`config.mk`:
```
export PLATFORM = sky130hd
export DESIGN_NAME = mean_div_ctrl
export DESIGN_NICKNAME = d
export VERILOG_FILES = /design/src/rtl/mean_div_ctrl.sv
export SDC_FILE = /design/constraint.sdc
export NUM_CORES = 2
export LEC_CHECK = 0
export BUFFER_PORTS_ARGS = -buffer_cell sky130_fd_sc_hd__buf_2
export CORE_MARGIN = 5
export CORE_UTILIZATION = 40
export CTS_BUF_LIST = sky130_fd_sc_hd__clkbuf_2 sky130_fd_sc_hd__clkbuf_4 sky130_fd_sc_hd__clkbuf_8
export DETAILED_ROUTE_END_ITERATION = 7
export SLEW_MARGIN = 15
export SYNTH_ARGS = -nofsm -noshare
export SYNTH_HDL_FRONTEND = slang
export SYNTH_SLANG_ARGS = --single-unit
export TNS_END_PERCENT = 1
```
`constraint.sdc`:
```
create_clock -name clk -period 10.05 [get_ports clk]
set_input_delay 0 -clock clk [delete_from_list [all_inputs] [get_ports clk]]
set_output_delay 0 -clock clk [all_outputs]
set_load 0.01 [all_outputs]
```
`src/rtl/mean_div_ctrl.sv`:
```
// mean_div_ctrl: controller for the reciprocal-LUT averaging datapath.
// Accepts a burst of 1-4 unsigned samples, drives the reciprocal mux select,
// scales the sum by the returned Q16.16 reciprocal and presents the mean.
module mean_div_ctrl #(
    parameter int MAX_N = 4
) (
    input  logic        clk,
    input  logic        rst,
    input  logic        in_valid,
    output logic        in_ready,
    input  logic [31:0] in_data,
    input  logic        in_last,
    output logic [2:0]  lut_sel,
    input  logic [31:0] recip,
    output logic        out_valid,
    input  logic        out_ready,
    output logic [31:0] out_mean,
    output logic [2:0]  out_n
);

    typedef enum logic [1:0] {
        ST_ACCUM,
        ST_SEL,
        ST_MUL,
        ST_OUT
    } state_e;

    // Select value that makes the mux output zero.
    localparam logic [2:0] SEL_IDLE = 3'd4;
    localparam logic [2:0] N_MAX    = 3'(MAX_N);

    state_e      state_q,     state_d;
    logic [33:0] acc_q,       acc_d;
    logic [2:0]  n_q,         n_d;
    logic [31:0] recip_q,     recip_d;
    logic        in_ready_q,  in_ready_d;
    logic        out_valid_q, out_valid_d;
    logic [31:0] out_mean_q,  out_mean_d;
    logic [2:0]  out_n_q,     out_n_d;
    logic [2:0]  lut_sel_q,   lut_sel_d;

    logic        in_fire;
    logic [2:0]  n_inc;
    logic [65:0] product;
    logic [65:0] product_shr;

    assign in_fire     = in_valid && in_ready_q && (state_q == ST_ACCUM);
    assign n_inc       = n_q + 3'd1;
    // Full-width product; only bits [47:16] survive into the mean.
    assign product     = {32'd0, acc_q} * {34'd0, recip_q};
    assign product_shr = product >> 16;

    // Next-state and next-output computation for the sequencer.
    always_comb begin
        // NOTE: every _d starts from its _q so no path through this block
        // leaves a signal unassigned, which would otherwise infer a latch.
        state_d     = state_q;
        acc_d       = acc_q;
        n_d         = n_q;
        recip_d     = recip_q;
        in_ready_d  = in_ready_q;
        out_valid_d = out_valid_q;
        out_mean_d  = out_mean_q;
        out_n_d     = out_n_q;
        lut_sel_d   = lut_sel_q;

        unique case (state_q)
            ST_ACCUM: begin
                if (in_fire) begin
                    acc_d = acc_q + {2'b00, in_data};
                    n_d   = n_inc;
                    // The fourth sample closes the burst whatever in_last says.
                    if (in_last || (n_inc == N_MAX)) begin
                        state_d    = ST_SEL;
                        in_ready_d = 1'b0;
                        lut_sel_d  = N_MAX - n_inc;
                    end
                end
            end
            ST_SEL: begin
                // Mux is combinational: recip is settled by the end of this cycle.
                recip_d = recip;
                state_d = ST_MUL;
            end
            ST_MUL: begin
                out_mean_d  = 32'(product_shr);
                out_n_d     = n_q;
                out_valid_d = 1'b1;
                state_d     = ST_OUT;
            end
            ST_OUT: begin
                if (out_ready) begin
                    out_valid_d = 1'b0;
                    acc_d       = '0;
                    n_d         = '0;
                    lut_sel_d   = SEL_IDLE;
                    in_ready_d  = 1'b1;
                    state_d     = ST_ACCUM;
                end
            end
            default: begin
                state_d = ST_ACCUM;
            end
        endcase
    end

    // State and registered outputs, with synchronous reset to the idle burst.
    always_ff @(posedge clk) begin
        if (rst) begin
            state_q     <= ST_ACCUM;
            acc_q       <= '0;
            n_q         <= '0;
            recip_q     <= '0;
            in_ready_q  <= 1'b1;
            out_valid_q <= 1'b0;
            out_mean_q  <= '0;
            out_n_q     <= '0;
            lut_sel_q   <= SEL_IDLE;
        end else begin
            // NOTE: non-blocking assignments so every flop samples the
            // pre-edge values regardless of statement order.
            state_q     <= state_d;
            acc_q       <= acc_d;
            n_q         <= n_d;
            recip_q     <= recip_d;
            in_ready_q  <= in_ready_d;
            out_valid_q <= out_valid_d;
            out_mean_q  <= out_mean_d;
            out_n_q     <= out_n_d;
            lut_sel_q   <= lut_sel_d;
        end
    end

    assign in_ready  = in_ready_q;
    assign out_valid = out_valid_q;
    assign out_mean  = out_mean_q;
    assign out_n     = out_n_q;
    assign lut_sel   = lut_sel_q;

endmodule
```
==> key figures <==
Clocking
  – Clock latency at the later pin of the worst-skew pair: 440 ps
  – Postcts setup bufs: 0
  – H-tree depth: 3
  – Num CTS Buffers: 9
  – CTS clock-pin slew for the worst setup and hold paths: 130 ps
  – CTS tree: done
  – Longest Clk Path Bufs: 2
  – CTS sink cnt: 111
  – Clock root buffer: clkbuf_8

Yosys
  – Top post-synthesis cells by area: fa_1, inv_1, and2_1, ha_1, dfxtp_1
  – Syn Nets: 4794
  – Yosys top cell by area: fa_1
  – Yosys cell types: 64
  – Syn_area_per_cell: 9.05 µm²
  – Synth warn: 0
  – Synth Register Bits: 111
  – Post-synth top area share: 48.0%
  – Synth Instances: 3713
  – Register area share after synthesis: 6.61%
  – Post-synth EDFFs: 0
  – Top_reg_cell synth: dfxtp_1
  – Synth Cell Area: 33600 µm²
  – Synth async-reset ratio: 0%

Timing
  – RSZ-0062 raised after global routing: false
  – Final WS setup: 1580 ps
  – Final Max Tran Viols: 0
  – Setup violations, final: 0
  – Final hold vios: 0
  – Worst slew pin tran: 1200 ps
  – Max-slew headroom: 20.2%
  – Setup TNS: 0 ps
  – Max frequency: 118 MHz
  – Clock skew: 29.3 ps
  – Final period utilization: 84.2%
  – Tmin final: 8470 ps

Global route
  – Total track usage: 22.0%
  – First-pass GRT wire length: 154000 µm
  – Met1 GRT Util: 29.1%
  – Largest net degree at the start of global routing: 48
  – Met2 Usage GRT: 37.7%
  – Initial antenna violation count: 2
  – Grt peak-use layer: met2
  – Met3 Usage GRT: 2.84%
  – Congestion Overflow GR: 0
  – Vias in the first global route: 27.0k

Floorplan
  – I/O pins: 109
  – Starting density of the core: 40.2%
  – Core area: 83600 µm²
  – Row count: 106
  – Die Width: 300 µm
  – Die area: 89900 µm²
  – Die outline height: 300 µm

Layout
  – Share of cells above drive strength 1: 5.91%
  – Area Growth Syn to Fin: 6.69%
  – Non-Filler Instances: 4821
  – Ant diodes: 0
  – Final nets: 4818
  – Most common cell after layout, fill and taps aside: inv_1
  – Most frequent cells in the layout: inv_1, fa_1, nand2_1

Hold path
  – Worst Hold Class: primary input to flip-flop

Setup path
  – Reg-to-reg slack, setup: 1580 ps
  – CP endpoint kind: flip-flop
  – WP buf/inv: 5
  – WP data arrival: 8780 ps
  – Worst Path Required: 10360 ps
  – Top delay family on crit path: adder cells
  – Worst setup SP type: flip-flop
  – Critical Path Max Stage Delay: 990 ps
  – Most frequent CP cell: fa_1
  – Critical path's slowest cell: dfxtp_1
  – Setup CP Type: flip-flop to flip-flop
  – Crit-path max FO: 19

Place
  – GPL Wtd Cong: 0.890
  – # port buffers: 108
  – DP Worst Slack: 1600 ps
  – Placed Cells: 4771
  – DPL Wire Length: 76700 µm

Power and ir drop
  – Static Leakage: 17.6 nW
  – Max VDD drop: 157 µV
  – Pwr dens: 165 nW/µm²
  – Overall power: 5.91 mW

Drt
  – Drt initial violations: 1419
  – WL final: 95700 µm
  – Vias per inst: 5.11
  – DRC Markers: 0
  – Antenna Violating Nets Remaining: 0
  – DRT Pass-1 Iters: 5
  – Via Count: 24.6k
  – Avg WL per Cell: 19.9 µm

Flow run
  – Maxcap violations: 0

Run status
  – Status: finished clean
[worst paths after layout]
check / start / endpoint / cells past startpoint
setup reg to reg: recip_q[6]$_SDFFE_PP0N_ / out_mean[31]$_SDFFE_PP0P_ / 25
setup / recovery: recip_q[6]$_SDFFE_PP0N_ / out_mean[31]$_SDFFE_PP0P_ / 25
hold / removal: rst / n_q[1]$_SDFFE_PP0P_ / 2
hold reg to reg: out_mean[24]$_SDFFE_PP0P_ / out_mean[24]$_SDFFE_PP0P_ / 2
[sequential cells by signal, indices dropped and copies added, names as in the netlist]
name	count
acc_q	34
out_n	3
in_ready	1
lut_sel	3
n_q	3
out_mean	32
out_valid	1
recip_q	32
state_q	2
[area by class of cell]
type | count | area, µm²
Clock inverter | 6 | 62.6
Clock buffer | 9 | 124
Fill cell | 8256 | 47700
Sequential cell | 111 | 2220
Timing Repair Buffer | 221 | 1480
Multi-Input combinational cell | 2571 | 27500
Inverter | 823 | 3090
Tap cell | 1080 | 1350
[where the power goes]
| group | leakage [nW] | internal [mW] | switching, mW | total, mW |
|---|---|---|---|---|
| logic | 16.6 | 1.71 | 2.97 | 4.68 |
| clock network | 0.0950 | 0.0958 | 0.197 | 0.293 |
| registers | 0.906 | 0.554 | 0.376 | 0.930 |
| total | 17.6 | 2.36 | 3.55 | 5.91 |
[synth_stat cells (11+ instances only)]
library cell	n
xor2_1	33
ha_1	206
and2_1	468
o21ai_0	28
nand3_1	12
nor2_1	114
a22oi_1	16
mux2i_1	52
dfxtp_1	111
a21oi_1	67
a22o_1	13
clkbuf_1	200
o21ai_1	11
a21o_1	31
nand2b_1	14
inv_1	823
xnor2_1	60
fa_1	806
nand2_1	507
nand4_1	12
[routing by layer]
metal	part of all wire (%)	up-vias	routed length, µm
li1	-	10897	-
met1	42	12817	39800
met2	49	766	46700
met3	6.1	145	5800
met4	3.6	0	3420
met5	0	-	0
[logic make-up after synthesis]
family,synth area share [%]
mux,1.55
compound gates,5.23
buf+inv,11.5
xor+xnor,2.42
flops,6.61
simple gates,17.0
fa+ha+maj,55.7
[timing repair]
item | 4_1_cts | 5_1_grt
hold endpoints to repair | 36 | 0
hold buffers | 35 | 0
gates resized for setup | 0 | 0
[stage by stage]
stage                     utilization, %  instance area (µm²)  hold slack [ps]
final                               42.9                35900             36.8
after floorplan                        -                33600              147
after detailed placement            42.3                35300              242
after CTS                           42.9                35900             19.2
after global routing                42.9                35900             37.8
after global placement              42.3                35300              234
Note: power is estimated with default switching activity, not from simulation.
